[config.mk]
export PLATFORM = sky130hd
export DESIGN_NAME = pipe_mux_n
export DESIGN_NICKNAME = d
export VERILOG_FILES = /design/src/rtl/pipe_mux_n.sv
export SDC_FILE = /design/constraint.sdc
export NUM_CORES = 1
export LEC_CHECK = 0
export CORE_UTILIZATION = 42
export CTS_CLUSTER_SIZE = 25
export DETAILED_ROUTE_END_ITERATION = 10
export HOLD_SLACK_MARGIN = 0.05
export MAX_ROUTING_LAYER = met4
export PLACE_DENSITY = 0.82
export SLEW_MARGIN = 20
export SYNTH_ARGS = -nofsm -noshare
export SYNTH_HDL_FRONTEND = slang
export SYNTH_SLANG_ARGS = --single-unit
export TNS_END_PERCENT = 30
[constraint.sdc]
create_clock -name clk -period 2.05 [get_ports clk]
set_input_delay 0.205 -clock clk [delete_from_list [all_inputs] [get_ports clk]]
set_output_delay 0.205 -clock clk [all_outputs]
set_load 0.02 [all_outputs]
[src/rtl/pipe_mux_n.sv]
// N:1 word selector feeding a 2-entry (main + skid) ready/valid stage with flush.
// Optional out-of-range select flag enabled by defining PIPE_MUX_SEL_CHECK_EN.
module pipe_mux_n #(
    parameter int WIDTH  = 32,
    parameter int NUM_IN = 4,
    parameter int SEL_W  = $clog2(NUM_IN)
) (
    input  logic                    clk,
    input  logic                    rst_n,
    input  logic [NUM_IN*WIDTH-1:0] in_data,
    input  logic [SEL_W-1:0]        in_sel,
    input  logic                    in_valid,
    output logic                    in_ready,
    output logic [WIDTH-1:0]        out_data,
    output logic                    out_valid,
    input  logic                    out_ready,
    input  logic                    flush,
    output logic                    sel_err
);

    // Handshake: a word moves on an edge where valid && ready are both high;
    // valid never waits on ready, and in_ready comes straight from a flop.
    localparam logic [1:0] ST_EMPTY = 2'd0;
    localparam logic [1:0] ST_ONE   = 2'd1;
    localparam logic [1:0] ST_FULL  = 2'd2;

    logic [1:0]       state;
    logic [1:0]       state_nxt;
    logic [WIDTH-1:0] m_data;
    logic [WIDTH-1:0] s_data;
    logic [WIDTH-1:0] sel_word;
    logic             in_ready_q;
    logic             accept;
    logic             drain;
    logic             m_load_in;
    logic             m_load_s;
    logic             s_load;

    // Unmatched select values fall through to the all-zero default.
    always_comb begin
        sel_word = '0;
        for (int k = 0; k < NUM_IN; k++) begin
            if (in_sel == SEL_W'(k)) begin
                sel_word = in_data[k*WIDTH +: WIDTH];
            end
        end
    end

    assign out_valid = (state != ST_EMPTY);
    assign in_ready  = in_ready_q;
    assign accept    = in_valid && in_ready_q;
    assign drain     = out_valid && out_ready;

    always_comb begin
        state_nxt = state;
        m_load_in = 1'b0;
        m_load_s  = 1'b0;
        s_load    = 1'b0;
        case (state)
            ST_EMPTY: begin
                if (accept) begin
                    state_nxt = ST_ONE;
                    m_load_in = 1'b1;
                end
            end
            ST_ONE: begin
                if (accept && drain) begin
                    m_load_in = 1'b1;
                end else if (accept) begin
                    state_nxt = ST_FULL;
                    s_load    = 1'b1;
                end else if (drain) begin
                    state_nxt = ST_EMPTY;
                end
            end
            ST_FULL: begin
                if (drain) begin
                    state_nxt = ST_ONE;
                    m_load_s  = 1'b1;
                end
            end
            default: state_nxt = ST_EMPTY;
        endcase
        // Flush wins over any accept or drain in the same cycle.
        if (flush) begin
            state_nxt = ST_EMPTY;
            m_load_in = 1'b0;
            m_load_s  = 1'b0;
            s_load    = 1'b0;
        end
    end

    always_ff @(posedge clk or negedge rst_n) begin
        if (!rst_n) begin
            state      <= ST_EMPTY;
            m_data     <= '0;
            s_data     <= '0;
            in_ready_q <= 1'b1;
        end else begin
            state      <= state_nxt;
            in_ready_q <= (state_nxt != ST_FULL);
            if (m_load_in) begin
                m_data <= sel_word;
            end else if (m_load_s) begin
                m_data <= s_data;
            end
            if (s_load) begin
                s_data <= sel_word;
            end
        end
    end

    // Data registers may hold stale words after a flush or drain; mask them.
    assign out_data = out_valid ? m_data : '0;

`ifdef PIPE_MUX_SEL_CHECK_EN
    logic sel_err_q;
    logic sel_oor;

    assign sel_oor = ({1'b0, in_sel} >= (SEL_W+1)'(NUM_IN));

    always_ff @(posedge clk or negedge rst_n) begin
        if (!rst_n) begin
            sel_err_q <= 1'b0;
        end else if (accept && sel_oor) begin
            sel_err_q <= 1'b1;
        end
    end

    assign sel_err = sel_err_q;
`else
    assign sel_err = 1'b0;
`endif

endmodule
# ---- Yosys cells after proc, flatten, opt, wreduce, memory -nomap -nowiden
# Cells that the tools add are included.
dict set report op_classes {
  reduce_logical 7
  eq_ne 6
  mux 24
}
# operator n
set ops {}
lappend ops {{two-way mux 32 bit} 7}
lappend ops {{two-way mux 2 bit} 6}
lappend ops {{two-way mux 1 bit} 9}
lappend ops {{== test 2 bit, second input constant} 3}
lappend ops {{case mux 2 bit (3 select lines)} 1}
lappend ops {{== test 2 x 1 -> 1 bit, second input constant} 2}
lappend ops {{zero test 2 bit} 2}
lappend ops {{nonzero test 2 bit} 2}
lappend ops {{logical AND 1 bit} 3}
lappend ops {{!= test 2 bit, second input constant} 1}
lappend ops {{case mux 1 bit (2 select lines)} 1}
dict set report word_totals {
  output_inout_bits 35
  register_bits 67
  wordCells 41
}

# ---- Logic depth before layout (Yosys ltp)
# Gate-level depths: netlist (run 1).
dict set report logic_depth {
  ltp_word 8
  ltp_mapped 6
  depth_no_buf 4
}

# ---- Worst setup path before layout (run 1)
# Ideal clock, no wire load.
dict set report synth_timing {
  path_kind {register -> register}
  from {register in_ready_q (netlist: in_ready)}
  to {register s_data[1]}
  synth_period_minus_slack_ns 1.536
  stages_incl_launch_ff 5
  required_ns 1.922
  slack_ns 0.514
  path_buffers 1
  t_arrival_ns 1.409
  cell_sequence {dfstp_2 -> and4bb_1 -> nand2_2 -> buf_2 -> mux2_1}
}
dict set report synth_between {
  elab_chain_len 5
}
# item line_no
set synth_rtl {}
lappend synth_rtl {{start: declaration} 32} ;# logic in_ready_q;
lappend synth_rtl {{start signal: assignment} 101} ;# in_ready_q <= (state_nxt != ST_FULL);
lappend synth_rtl {{logical AND 1 bit (*)} 51} ;# assign accept = in_valid && in_ready_q;
lappend synth_rtl {{two-way mux 1 bit / logical AND 1 bit (equally long branches)} {69, 67}}
lappend synth_rtl {{two-way mux 1 bit (*)} 67} ;# if (accept && drain) begin
lappend synth_rtl {{two-way mux 1 bit (*)} 59} ;# case (state)
lappend synth_rtl {{two-way mux 1 bit (*)} 85} ;# if (flush) begin
lappend synth_rtl {{end signal: assignment} 108} ;# s_data <= sel_word;
lappend synth_rtl {{end: declaration} 30} ;# logic [WIDTH-1:0] s_data;
# Mark *: on every way between the ends. The rest lies on a longest branch, timed or not.
# A chain may end at the register's enable or synchronous reset.

# ---- Worst setup path in the final report (run 1)
dict set report layout_timing {
  from {register state[1]}
  to {output out_data[8]}
}
dict set report layout_between {
  elab_chain_len 2
}
# item line_no
set layout_rtl {}
lappend layout_rtl {{start: declaration} 27} ;# logic [1:0] state;
lappend layout_rtl {{start signal: assignment} 100} ;# state <= state_nxt;
lappend layout_rtl {{nonzero test 2 bit} 49} ;# assign out_valid = (state != ST_EMPTY);
lappend layout_rtl {{two-way mux 32 bit} 114} ;# assign out_data = out_valid ? m_data : '0;
lappend layout_rtl {{end: declaration} 14} ;# output logic [WIDTH-1:0] out_data,
# Every way passes these cells.

==> results of run 1 <==
==> how the worst max path moves through the flow <==
stage          depth (start not counted)          startpoint  slack (ns)                endpoint
2_1_floorplan                          4  in_ready$_DFF_PN1_        0.51   s_data[1]$_DFFE_PN0P_
3_3_place_gp                           5               flush        0.06  m_data[31]$_DFFE_PN0P_
3_5_place_dp                           5               flush      -0.003  m_data[31]$_DFFE_PN0P_
4_1_cts                                4  state[1]$_DFF_PN0_       0.003             out_data[5]
5_1_grt                                4  state[1]$_DFF_PN0_       -0.01             out_data[1]
6_report                               4  state[1]$_DFF_PN0_        0.06             out_data[8]
==> stage by stage <==
| step | TNS, ns | setup slack (ns) |
|---|---|---|
| 3_3_place_gp | 0 | 0.0577 |
| 6_report | 0 | 0.0601 |
| 3_5_place_dp | -0.00325 | -0.00325 |
| 5_1_grt | -0.0443 | -0.0140 |
| 2_1_floorplan | 0 | 0.514 |
| 4_1_cts | 0 | 0.00306 |
==> worst min-delay path: cells and delay by family, from the launching register on <==
family | cells | cell delay (ns)
AND/OR/NAND/NOR | 2 | 0.09
flip-flops | 1 | 0.33
==> kinds of logic after synthesis <==
family / count (synthesis) / synth area share [%]
compound gates: 36 / 7.02
flops: 67 / 44.6
other cells: 1 / 0.0997
mux: 67 / 29.6
simple gates: 106 / 13.4
buf+inv: 27 / 5.26
==> flip-flops by register name (all words and copies together), names as in the netlist <==
name,cells
state,2
s_data,32
m_data,32
in_ready,1
==> layout make-up <==
| type | count | area (µm²) | area share [%] |
|---|---|---|---|
| Inverter | 2 | 7.51 | 0.131 |
| Clock buffer | 12 | 155 | 2.71 |
| Tap cell | 108 | 135 | 2.36 |
| Multi-Input combinational cell | 210 | 1900 | 33.2 |
| Timing Repair Buffer | 178 | 1830 | 32.0 |
| Clock inverter | 2 | 12.5 | 0.219 |
| Sequential cell | 67 | 1680 | 29.4 |
==> per-layer routing <==
layer  vias to the layer above  GRT usage (%)  routed length [µm]
li1                       1423              -                   -
met1                      1536           25.1                3550
met2                       118           37.9                4970
met3                         8           5.06                 607
met4                         0           6.54                 109
met5                         -              -                   0
==> report_power, final <==
part | internal [W] | switching (W)
logic | 0.000719 | 0.000450
clock network | 0.000490 | 0.000466
registers | 0.00168 | 0.000172
==> cells in the final DEF (no fill, tap or decap) <==
cell	netlist	final
and4bb_1	2	2
mux2_2	31	31
dlygate4sd3_1	0	1
nor2_1	3	2
dlymetal6s2s_1	0	12
inv_1	2	2
o21ai_0	2	2
clkinvlp_4	0	1
and2_1	1	1
nand2b_1	1	1
dfrtp_2	0	1
buf_4	2	5
clkbuf_1	6	1
buf_6	4	1
nand2_1	65	65
nand2_2	1	1
buf_12	3	4
mux4_2	32	32
clkbuf_8	0	11
a22oi_1	30	30
mux2_1	1	1
mux2i_1	3	3
nor2_2	0	1
a21oi_4	0	1
clkdlybuf4s50_1	0	151
dfstp_2	1	1
conb_1	1	1
nor2b_1	33	33
dfrtp_1	66	65
o22a_1	1	1
buf_2	8	1
o21a_1	2	2
dlygate4sd2_1	0	3
clkinv_2	0	1
==> repair_timing <==
| action | CTS | global route |
|---|---|---|
| resized for setup | 3 | 14 |
| hold endpoints to repair | 66 | 0 |
| hold buffers | 1 | 0 |
| gates cloned | 0 | 0 |
| endpoints found under the setup margin | 3 | 30 |
==> impl_metrics.ini, run 1 <==
[synthesis]
synthArstFlopShare_pct = 100
synthTopCellsByArea = dfrtp_1 (44%), mux4_2 (19%), mux2_2 (9.3%), nand2_1 (6.5%), a22oi_1 (6.0%)
netlist_area_um2 = 3760
synthTopCellsByCount = dfrtp_1 (66), nand2_1 (65), nor2b_1 (33)
synth_top_flop_cell = dfrtp_1
yosys_warnings = 0
syn_avg_cell_area_um2 = 12.4
synth_edf_count = 0
yosysMostFrequentCell = dfrtp_1
seq_area_frac_synth_pct = 44.6
syn-num-nets = 439
synth_top_area_share_pct = 43.9
yosys.area.top_type = dfrtp_1
ys_seq_elements = 67
ys_types = 26
syn_inst = 304

[cts]
clock-root-buffer = clkbuf_8
cts_tree = done
cts_buffer_depth = 2
insertion_delay_ns = 0.33
cts.clk_slew.worst_paths_ns = 0.07
numCtsBuffers = 9
htreeDepth = 3
postCtsSetupRepairBufs = 0
clock-sinks = 67

[placement]
globalplace.congestion = 0.772
io_buffers = 168
dp_hpwl_um = 6980
placedInstanceArea_um2 = 5510
placedCellCount = 564

[min_path]
hold_depth = 2
hold_start = m_data[0]$_DFFE_PN0P_
whs_endpoint = m_data[0]$_DFFE_PN0P_
hold_class = reg -> reg

[floorplan]
top_level_ports = 170
die_area_um2 = 9330
initial_core_util_pct = 43.3
fp.coreArea_um2 = 8680
die_h_um = 96.6
dieWidth_um = 96.6
rows = 34

[setup_path]
cp_slowest_cell = clkdlybuf4s50_1
rr_worst_depth = 4
rrSetupSlack_ns = 0.37
crit_type = reg -> out
critPathLaunchType = flip-flop
path_max_fanout = 14
r2r_start = state[1]$_DFF_PN0_
path_cells = nor2_2 > buf_4 > nor2b_1 > clkdlybuf4s50_1
worst_setup_path_end_kind = output pin
cpPeakStageDelay_ns = 0.54
timing.rr.end = m_data[31]$_DFFE_PN0P_
path_delay_family = buffers and inverters
critPathBufInv = 2
arrival_ns = 1.78
critPathRequiredTime_ns = 1.85

[final_layout]
drive_above_1_share_pct = 19.5
antenna_cells = 0
layoutNonFillerInstCount = 579
nets = 603
final_core_util_pct = 65.9
fillers = 682
area_growth_syn_to_layout_pct = 52.1
finish.instance_area_um2 = 5720

[route]
avgViaCountPerCell = 5.33
remaining_drc_errors = 0
routed_wl_um = 9230
vias = 3085
initialDrtViolationCount = 104
firstDrtPassIters = 4
wl_per_cell_um = 15.9
antenna_left = 0

[sta]
fin_crit_sh_pct = 97.1
drv_slew = 0
setup_viol_count_final = 0
hold_ws_ns = 0.458
slew-limit-headroom_pct = 44.5
fin_skew_ns = 0.00862
fmax_mhz = 503
rsz0062_at_grt = yes
final_hold_viol_count = 0
max_slew.worst_pin.slew_ns = 0.832
post-route-min-period_ns = 1.99

[pwr]
p_leak_nw = 2.58
ir_drop_mv = 0.377
powerDensity_nw_per_um2 = 695
finalPower_w = 0.00397

[global_route]
grt_use_total_pct = 21.8
grt_max_degree = 68
grt_overflow = 0
grt_pass1_wl_um = 15800
grt_pass1_vias = 3284
antenna_found_initial = 0

[outcome]
status = finished clean

[flow_run]
maxCapViolCount = 0
No activity file was read; power rests on OpenSTA's default activity.
==> run 2: changes to the inputs <==
--- a/config.mk
+++ b/config.mk
@@ -5,12 +5,13 @@
 export SDC_FILE = /design/constraint.sdc
 export NUM_CORES = 1
 export LEC_CHECK = 0
-export CORE_UTILIZATION = 42
+export ABC_AREA = 1
+export CORE_UTILIZATION = 44
 export CTS_CLUSTER_SIZE = 25
 export DETAILED_ROUTE_END_ITERATION = 10
 export HOLD_SLACK_MARGIN = 0.05
 export MAX_ROUTING_LAYER = met4
-export PLACE_DENSITY = 0.82
+export PLACE_DENSITY = 0.83
 export SLEW_MARGIN = 20
 export SYNTH_ARGS = -nofsm -noshare
 export SYNTH_HDL_FRONTEND = slang
==> impl_metrics.ini, run 2 <==
[sta]
final_hold_viol_count = 0
setup_viol_count_final = 0
tns_ns = 0
fin_crit_sh_pct = 98.6
post-route-min-period_ns = 2.02
fin_skew_ns = 0.00684
rsz0062_at_grt = yes
hold_ws_ns = 0.260
setup_ws_ns = 0.0282
drv_slew = 0
slew-limit-headroom_pct = 44.6
max_slew.worst_pin.slew_ns = 0.830
fmax_mhz = 495

[setup_path]
timing.rr.end = m_data[17]$_DFFE_PN0P_
path_cells = nor2_2 > buf_4 > inv_1 > clkdlybuf4s50_1
cpPeakStageDelay_ns = 0.55
critPathLaunchType = flip-flop
cp-endpoint = out_valid
worst_setup_path_end_kind = output pin
rrSetupSlack_ns = 0.49
path_max_fanout = 15
r2r_start = state[1]$_DFF_PN0_
cp_slowest_cell = clkdlybuf4s50_1
crit_type = reg -> out
rr_worst_depth = 7
critPathRequiredTime_ns = 1.85
crit_start = state[1]$_DFF_PN0_
arrival_ns = 1.82

[flow_run]
maxCapViolCount = 0

[floorplan]
die_h_um = 98.3
initial_core_util_pct = 46.1
rows = 34
fp.coreArea_um2 = 8850
die_area_um2 = 9660
top_level_ports = 170
dieWidth_um = 98.3

[cts]
numCtsBuffers = 9
postCtsSetupRepairBufs = 0
htreeDepth = 3
cts_buffer_depth = 2
clock-sinks = 67
cts.clk_slew.worst_paths_ns = 0.08
clock-root-buffer = clkbuf_8
insertion_delay_ns = 0.35
cts_tree = done

[pwr]
ir_drop_mv = 0.393
p_leak_nw = 3.06
powerDensity_nw_per_um2 = 682

[synthesis]
yosys.area.top_type = dfrtp_1
synthArstFlopShare_pct = 100
synthAdderAreaFrac_pct = 0
synth-xor-area-share_pct = 0
synth_top_flop_cell = dfrtp_1
synth_edf_count = 0
yosysMostFrequentCell = nand2_1
synth_top_area_share_pct = 40.5
ys_types = 23
synthTopCellsByCount = nand2_1 (197), nand3_1 (128), dfrtp_1 (66)
synthMuxAreaShare_pct = 0
synthTopCellsByArea = dfrtp_1 (40%), nand2_1 (18%), nand3_1 (16%), or2_1 (4.6%), o21ai_0 (4.4%)
synth_compound_area_share_pct = 4.69
syn_avg_cell_area_um2 = 6.96
synth_top_family_by_area = simple AND/OR/NAND/NOR gates
yosys_warnings = 0
syn_inst = 586
synth-simple-area-share_pct = 43.7
seq_area_frac_synth_pct = 41.1
ys_seq_elements = 67
syn-num-nets = 721
netlist_area_um2 = 4080

[placement]
dp_hpwl_um = 9120
io_buffers = 168
preCtsSetupSlack_ns = 0.0109
globalplace.congestion = 0.850
placedInstanceArea_um2 = 5750

[final_layout]
nets = 877
final_cell_mix = nand2_1 (197), clkdlybuf4s50_1 (147), nand3_1 (128)
layout_commonest_cell = nand2_1
drive_above_1_share_pct = 6.29
final_core_util_pct = 68.0
biggestRegsByFlops = m_data x32, s_data x32, state x2
finish.instance_area_um2 = 6020
antenna_cells = 0
area_growth_syn_to_layout_pct = 47.6

[route]
initialDrtViolationCount = 285
firstDrtPassIters = 10
routed_wl_um = 13000
remaining_drc_errors = 4
avgViaCountPerCell = 5.19
vias = 4434
wl_per_cell_um = 15.2
antenna_left = 0

[global_route]
grt_pass1_wl_um = 20900
antenna_found_initial = 0
grt_use_total_pct = 28.5
grt_max_degree = 37
grt_pass1_vias = 4379
grt_overflow = 0

[outcome]
status = finished, violations left
violations = DRC

[min_path]
hold_class = in -> async
-- run 2: changes by cell type in the layout (fill, tap and decap cells not counted), sizes merged, moves of 33 or more --
cell | before | now
nor2 | 3 | 39
o21ai | 2 | 36
inv | 2 | 46
nand2 | 66 | 199
nand3 | 0 | 129
nor2b | 33 | 0
-- run 2: area by class of cell --
| type | count | area [µm²] |
|---|---|---|
| clock buffer | 11 | 151 |
| tap | 108 | 135 |
| inverter | 46 | 173 |
| timing repair buffer | 180 | 1840 |
| clock inverter | 5 | 61.3 |
| fill | 758 | 2830 |
| sequential | 67 | 1680 |
| multi-input combinational | 438 | 1980 |
-- run 2: worst min path at each step --
stage / start / end / slack [ns]
2_1_floorplan: rst_n / m_data[0]$_DFFE_PN0P_ / -0.09
3_3_place_gp: rst_n / state[1]$_DFF_PN0_ / 0.08
3_5_place_dp: rst_n / state[1]$_DFF_PN0_ / 0.1
4_1_cts: rst_n / m_data[1]$_DFFE_PN0P_ / 0.24
5_1_grt: rst_n / m_data[1]$_DFFE_PN0P_ / 0.29
6_report: rst_n / m_data[1]$_DFFE_PN0P_ / 0.26
-- run 2: what timing repair did --
action	in CTS	in global routing
endpoints found under the hold margin	10	0
hold buffers	1	0
gates resized for setup	1	19
gates cloned	0	0
endpoints found under the setup margin	1	32
-- run 2: logic make-up after synthesis --
family / after synthesis
and+or+nand+nor: 399
buffers and inverters: 81
DFF: 67
AOI/OAI and AO/OA: 38
other: 1
-- run 2: power by group --
part | switching, W | internal [W] | total (W)
Combinational | 0.000577 | 0.000562 | 0.00114
Clock | 0.000546 | 0.000630 | 0.00118
Sequential | 0.000170 | 0.00162 | 0.00179
-- run 2: through the flow --
stage,total power (W),cells
final,0.00411,855
after global routing,0.00432,855
after CTS,0.00412,855
after detailed placement,0.00295,838
after global placement,0.00290,838
after floorplan,0.00239,586
-- run 2: worst max-delay path: cells and delay by family (launching register included) --
family,cells,cell delay [ns]
buffers and inverters,3,0.89
flip-flops,1,0.44
AND/OR/NAND/NOR,1,0.14
-- run 2: routing by layer --
metal	up-vias	part of all wire, %	global-route usage (%)
met5	-	0	-
met4	0	3.3	11.6
met3	33	6.4	5.87
met2	185	49	48.8
met1	2041	41	32.5
li1	2175	-	-
